`config.mk`:
```
export PLATFORM = sky130hd
export DESIGN_NAME = uart_tx_fifo
export DESIGN_NICKNAME = d
export VERILOG_FILES = /design/src/rtl/uart_tx_fifo.sv
export SDC_FILE = /design/constraint.sdc
export NUM_CORES = 1
export LEC_CHECK = 0
export ABC_AREA = 1
export CAP_MARGIN = 20
export CORE_UTILIZATION = 37
export CTS_BUF_LIST = sky130_fd_sc_hd__clkbuf_16
export DETAILED_ROUTE_END_ITERATION = 8
export GPL_TIMING_DRIVEN = 0
export PLACE_DENSITY_LB_ADDON = 0.05
export SYNTH_ARGS = -nofsm -noshare
export SYNTH_HDL_FRONTEND = slang
export SYNTH_SLANG_ARGS = --single-unit
```
`constraint.sdc`:
```
create_clock -name clk -period 2.6 [get_ports clk]
set_clock_uncertainty 0.15 [all_clocks]
set_input_delay 0.52 -clock clk [delete_from_list [all_inputs] [get_ports clk]]
set_output_delay 0.52 -clock clk [all_outputs]
set_load 0.02 [all_outputs]
```
`src/rtl/uart_tx_fifo.sv`:
```
// Buffered UART transmitter: valid/ready write port into a FIFO, LSB-first framing on tx.
// Define UART_TX_CTS_EN to add the cts_n flow-control input (frames start only while cts_n is low).
module uart_tx_fifo #(
    parameter int CLK_FREQ   = 50_000_000,
    parameter int BAUD_RATE  = 9600,
    parameter int DATA_LEN   = 8,
    parameter int PARITY_BIT = 0,
    parameter int STOP_BIT   = 1,
    parameter int FIFO_DEPTH = 16
) (
    input  logic                          clk,
    input  logic                          rst,
    input  logic [DATA_LEN-1:0]           in_data,
    input  logic                          in_valid,
    output logic                          in_ready,
    output logic                          tx,
    output logic                          busy,
    output logic [$clog2(FIFO_DEPTH):0]   fifo_count
`ifdef UART_TX_CTS_EN
    ,
    input  logic                          cts_n
`endif
);

    localparam int HALF_DIV = CLK_FREQ / (2 * BAUD_RATE);
    localparam int DW       = $clog2(HALF_DIV);
    localparam int AW       = $clog2(FIFO_DEPTH);
    localparam int CW       = AW + 1;

    localparam logic [DW-1:0] DIV_LAST  = DW'(HALF_DIV - 1);
    localparam logic [CW-1:0] FULL_CNT  = CW'(FIFO_DEPTH);
    localparam logic [3:0]    DATA_LAST = 4'(DATA_LEN - 1);
    // Stop length in half-bits minus one: 2, 4 or 3 half-bits.
    localparam logic [1:0]    STOP_LAST = (STOP_BIT == 2) ? 2'd3 :
                                          (STOP_BIT == 3) ? 2'd2 : 2'd1;

    typedef enum logic [2:0] {
        S_IDLE,
        S_START,
        S_DATA,
        S_PARITY,
        S_STOP
    } state_e;

    // ---------------- FIFO ----------------
    logic [DATA_LEN-1:0] mem_q [FIFO_DEPTH];
    logic [AW-1:0]       wr_ptr_q, rd_ptr_q;
    logic [CW-1:0]       count_q, count_d;
    logic [DATA_LEN-1:0] head;
    logic                wr_en, pop;

    assign in_ready = (count_q != FULL_CNT);
    assign wr_en    = in_valid && in_ready;
    assign head     = mem_q[rd_ptr_q];
    assign count_d  = count_q + CW'(wr_en) - CW'(pop);

    // NOTE: the storage array has no reset; count_q == 0 already marks every entry as invalid.
    always_ff @(posedge clk) begin
        if (wr_en) mem_q[wr_ptr_q] <= in_data;
    end

    // NOTE: sequential state uses non-blocking assignments only, so every flop samples pre-edge values.
    always_ff @(posedge clk or negedge rst) begin
        if (!rst) begin
            wr_ptr_q <= '0;
            rd_ptr_q <= '0;
            count_q  <= '0;
        end else begin
            if (wr_en) wr_ptr_q <= wr_ptr_q + AW'(1);
            if (pop)   rd_ptr_q <= rd_ptr_q + AW'(1);
            count_q <= count_d;
        end
    end

    // ---------------- flow control ----------------
    logic cts_ok;
`ifdef UART_TX_CTS_EN
    logic [1:0] cts_sync_q;

    always_ff @(posedge clk or negedge rst) begin
        if (!rst) cts_sync_q <= 2'b11;
        else      cts_sync_q <= {cts_sync_q[0], cts_n};
    end

    assign cts_ok = ~cts_sync_q[1];
`else
    assign cts_ok = 1'b1;
`endif

    // ---------------- framing FSM ----------------
    state_e              state_q, state_d;
    logic [DW-1:0]       div_q, div_d;
    logic [1:0]          half_q, half_d;
    logic [3:0]          bit_q, bit_d;
    logic [DATA_LEN-1:0] shift_q, shift_d;
    logic                parity_q, parity_d;
    logic                tx_q, tx_d;
    logic                busy_q, busy_d;
    logic                half_tick, bit_end, start, can_start;

    assign can_start = (count_q != '0) && cts_ok;

    // NOTE: every combinational output gets a default first, so no path can infer a latch.
    always_comb begin
        state_d   = state_q;
        div_d     = div_q;
        half_d    = half_q;
        bit_d     = bit_q;
        shift_d   = shift_q;
        parity_d  = parity_q;
        start     = 1'b0;
        half_tick = (div_q == DIV_LAST);
        bit_end   = half_tick && (half_q == ((state_q == S_STOP) ? STOP_LAST : 2'd1));

        if (state_q != S_IDLE) begin
            div_d = half_tick ? '0 : div_q + DW'(1);
            if (bit_end)        half_d = '0;
            else if (half_tick) half_d = half_q + 2'd1;
        end

        case (state_q)
            S_IDLE:   start = can_start;
            S_START:  if (bit_end) begin
                          state_d = S_DATA;
                          bit_d   = '0;
                      end
            S_DATA:   if (bit_end) begin
                          shift_d = shift_q >> 1;
                          if (bit_q == DATA_LAST) state_d = (PARITY_BIT != 0) ? S_PARITY : S_STOP;
                          else                    bit_d   = bit_q + 4'd1;
                      end
            S_PARITY: if (bit_end) state_d = S_STOP;
            S_STOP:   if (bit_end) begin
                          state_d = S_IDLE;
                          start   = can_start;
                      end
            default:  state_d = S_IDLE;
        endcase

        // Frame start restarts the divider so bit edges line up with the start bit.
        if (start) begin
            state_d  = S_START;
            div_d    = '0;
            half_d   = '0;
            shift_d  = head;
            parity_d = (PARITY_BIT == 1) ? ~^head : ^head;
        end
        pop = start;

        case (state_q)
            S_START:  tx_d = 1'b0;
            S_DATA:   tx_d = shift_q[0];
            S_PARITY: tx_d = parity_q;
            default:  tx_d = 1'b1;
        endcase
        busy_d = (state_q != S_IDLE) || (count_q != '0);
    end

    always_ff @(posedge clk or negedge rst) begin
        if (!rst) begin
            state_q  <= S_IDLE;
            div_q    <= '0;
            half_q   <= '0;
            bit_q    <= '0;
            shift_q  <= '0;
            parity_q <= 1'b0;
            tx_q     <= 1'b1;
            busy_q   <= 1'b0;
        end else begin
            state_q  <= state_d;
            div_q    <= div_d;
            half_q   <= half_d;
            bit_q    <= bit_d;
            shift_q  <= shift_d;
            parity_q <= parity_d;
            tx_q     <= tx_d;
            busy_q   <= busy_d;
        end
    end

    assign tx         = tx_q;
    assign busy       = busy_q;
    assign fifo_count = count_q;

endmodule

```
==> summary.txt <==
Final layout
  – Most frequent cells in the layout: nand2_1, edfxtp_1, nand3_1
  – Fin nets: between 800 and 900
  – Area Overhead vs Synth: 17.35%
  – Filler cells: between 2000 and 2500
  – N_diodes: 0
  – Commonest non-fill, non-tap cell in the layout: nand2_1
  – Final Core Density: 0.4431
  – Layout cells sized above 1: 0.1215

Die
  – IO Pins: 19
  – DIE HEIGHT: approximately 150 um
  – Rows: 53
  – Die width: approximately 150 um
  – Initial Utilization: 0.3776
  – Core area: around 21000 sq um
  – DIE AREA: 22040 sq um

Power and ir drop
  – Maximum VDD drop: around 0.37 mV
  – Internal: roughly 5000 uW
  – Sw Ratio: 0.2916
  – Static Leakage: about 0.0039 uW
  – Clock network fraction of total power: 0.370
  – Power per Cell Area: 758.5 nW/um^2
  – Combinational share of power: 0.153
  – Psw: slightly above 2000 uW
  – Sequential share of power: 0.477

Critical path
  – Startpoint types: register
  – CP endpoint kind: register
  – CP Class: reg2reg
  – Worst-path maximum fanout: 4
  – Arr. time, crit path: roughly 2800 ps
  – Req. time, crit path: 2810 ps

Placed design
  – Routability congestion estimate: around 0.86
  – DP HPWL: roughly 14 mm
  – Port Buf Inserts: 18

Clock network
  – Clock sink count: 173
  – Clock buffer depth: 2
  – CTS Root Cell: clkbuf_16
  – CTS clock-pin slew for the worst setup and hold paths: around 70 ps
  – CTS tree: built
  – Clock Latency Late Sink: 440 ps
  – CTS H-tree lvls: 4
  – Number of CTS-inserted buffers: 17

Route
  – Vias: 5689
  – Routed wire length: around 21 mm
  – Vias per cell: around 5
  – Drt first pass iters: 5
  – Antenna Nets Post-Route: 0
  – Iteration-0 DRC Markers: around 320
  – Average routed wire per standard cell: around 18 um
  – Drt drc: 0

Global route
  – Global-route wire length before repair: about 32 mm
  – All-layer global routing usage: 0.2002
  – Initial antenna violation count: 0
  – Largest net degree at the start of global routing: 36
  – GRT overflow: 0
  – Vias in the first global route: 5406

Logic synthesis
  – Synthesized flop and latch total: ~170
  – Post-synth ARST share: 0.2601
  – Syn Area/Cell: between 9 and 10 sq um
  – Netlist cell types: 37
  – Syn_nets: approximately 840
  – Cells after Synth: ~800
  – Post-synth EDFFs: around 130
  – Register area share after synthesis: 0.6263
  – Synthesized cell area: 7938 sq um
  – Ys flop type: edfxtp_1
  – Yosys warning total: 0

STA
  – Final period utilization: 0.9967
  – Fmax: 0.3859 GHz
  – Crit path time final: ~2600 ps
  – Slew headroom: 0.4434
  – Hold_ws: 330.9 ps
  – Max-slew violation count: 0
  – RSZ-0062 raised after global routing: true
  – Fin. Hold Viols: 0
  – Final setup violating endpoints: 0
  – Worst-Margin Slew: between 800 and 900 ps

Flow run
  – Max cap viols: 0

Hold path
  – Min-delay worst type: reg2reg

Run status
  – Status: finished, final reports clean
==> critical path, cell delays in order (launching register included) <==
cell,delay [ps]
dfrtp_1,390
inv_2,80
nand4_1,140
nor3_2,200
nand3_1,130
nand2_2,120
nand3_4,100
inv_8,90
ha_4,200
inv_4,50
ha_4,120
inv_2,40
fa_2,380
o21ai_2,170
xor2_1,160
==> state kept, by name (all words and copies together), names as in the netlist <==
| signal | cells |
|---|---|
| state_q | 3 |
| tx | 1 |
| bit_q | 4 |
| fifo_count | 5 |
| parity_q | 1 |
| busy | 1 |
| div_q | 12 |
| half_q | 2 |
| wr_ptr_q | 4 |
| shift_q | 8 |
| mem_q | 128 |
| rd_ptr_q | 4 |
==> final timing paths <==
kind	startpoint	to	slack, ps	cells past startpoint
worst max-delay path	div_q[8]	fifo_count[4]	9	14
worst min-delay path	half_q[0]	half_q[1]	330	1
worst max register to register	div_q[8]	fifo_count[4]	9	14
worst min register to register	half_q[0]	half_q[1]	330	1
max in group asynchronous	rst	tx	1400	3
min in group asynchronous	rst	shift_q[4]	360	2
==> area by class of cell <==
class                      count  area, sq um  area share
sequential                   173         4971      0.5336
multi-input combinational    516         2539      0.2725
clock buffer                  17        425.4     0.04567
inverter                     102        395.4     0.04244
tap                          275        344.1     0.03694
timing repair buffer          32        299.0     0.03210
clock inverter                15        173.9     0.01867
buffer                        26        167.7     0.01800
==> timing repair <==
item	4_1_cts	5_1_grt
gates resized for setup	10	27
buffers inserted	6	6
hold buffers	1	0
pin swaps	3	7
endpoints found under the setup margin	36	117
hold endpoints to repair	10	0
==> cell families (layout without fill, tap and decap cells) <==
group           count (synthesis)  after routing  synth area share
compound gates                 54             54           0.03862
xor+xnor                       14             14           0.01545
fa+ha+maj                      14             14           0.02301
buf+inv                       128            192           0.06888
flops                         173            173            0.6263
simple gates                  434            434            0.2278
==> metal layers <==
layer  vias to the layer above  wire length, um  global-route usage
li1                       2786                -                   -
met1                      2768             9683              0.2737
met2                       116            10110              0.3264
met3                        19              777             0.03712
met4                         0              210             0.05206
met5                         -                0                   0
==> cell usage after synthesis, types with 2 or more instances <==
cell type	number	share of area
a21oi_1	13	0.0082
buf_2	12	0.0076
buf_4	7	0.0066
buf_6	3	0.0043
clkbuf_1	3	0.0014
clkinv_1	6	0.0028
dfrtp_1	44	0.14
edfxtp_1	128	0.48
ha_1	13	0.020
inv_1	89	0.042
inv_2	6	0.0028
nand2_1	251	0.12
nand3_1	88	0.055
nand4_1	7	0.0055
nor2_1	69	0.033
nor2_2	2	0.0016
nor3_1	7	0.0044
o211ai_1	7	0.0066
o21ai_0	18	0.011
o21ai_1	10	0.0063
or2_0	6	0.0047
xnor2_1	4	0.0044
xor2_1	10	0.011
==> through the flow <==
step / cell area (sq um) / TNS [ps] / total power, uW / setup slack, ps / std cells
floorplan: 7955 / 0 / 4016 / 30.86 / 817
finish: 9315 / 0 / 7066 / 8.518 / 1156
global placement: 8479 / -41270 / 4379 / -510.3 / 1110
CTS: 9185 / -101.1 / 7056 / -101.1 / 1150
detailed placement: 8494 / -21450 / 4418 / -450.2 / 1111
global route: 9315 / -5993 / 7369 / -180.1 / 1156
==> power groups by stage <==
stage	Clock, uW	Sequential [uW]	Combinational, uW
after CTS	2660	3370	1030
after floorplan	0	3450	567
final	2610	3370	1080
after detailed placement	0	3430	990
after global routing	2750	3400	1220
after global placement	0	3420	958
No activity file was read; power rests on OpenSTA's default activity.
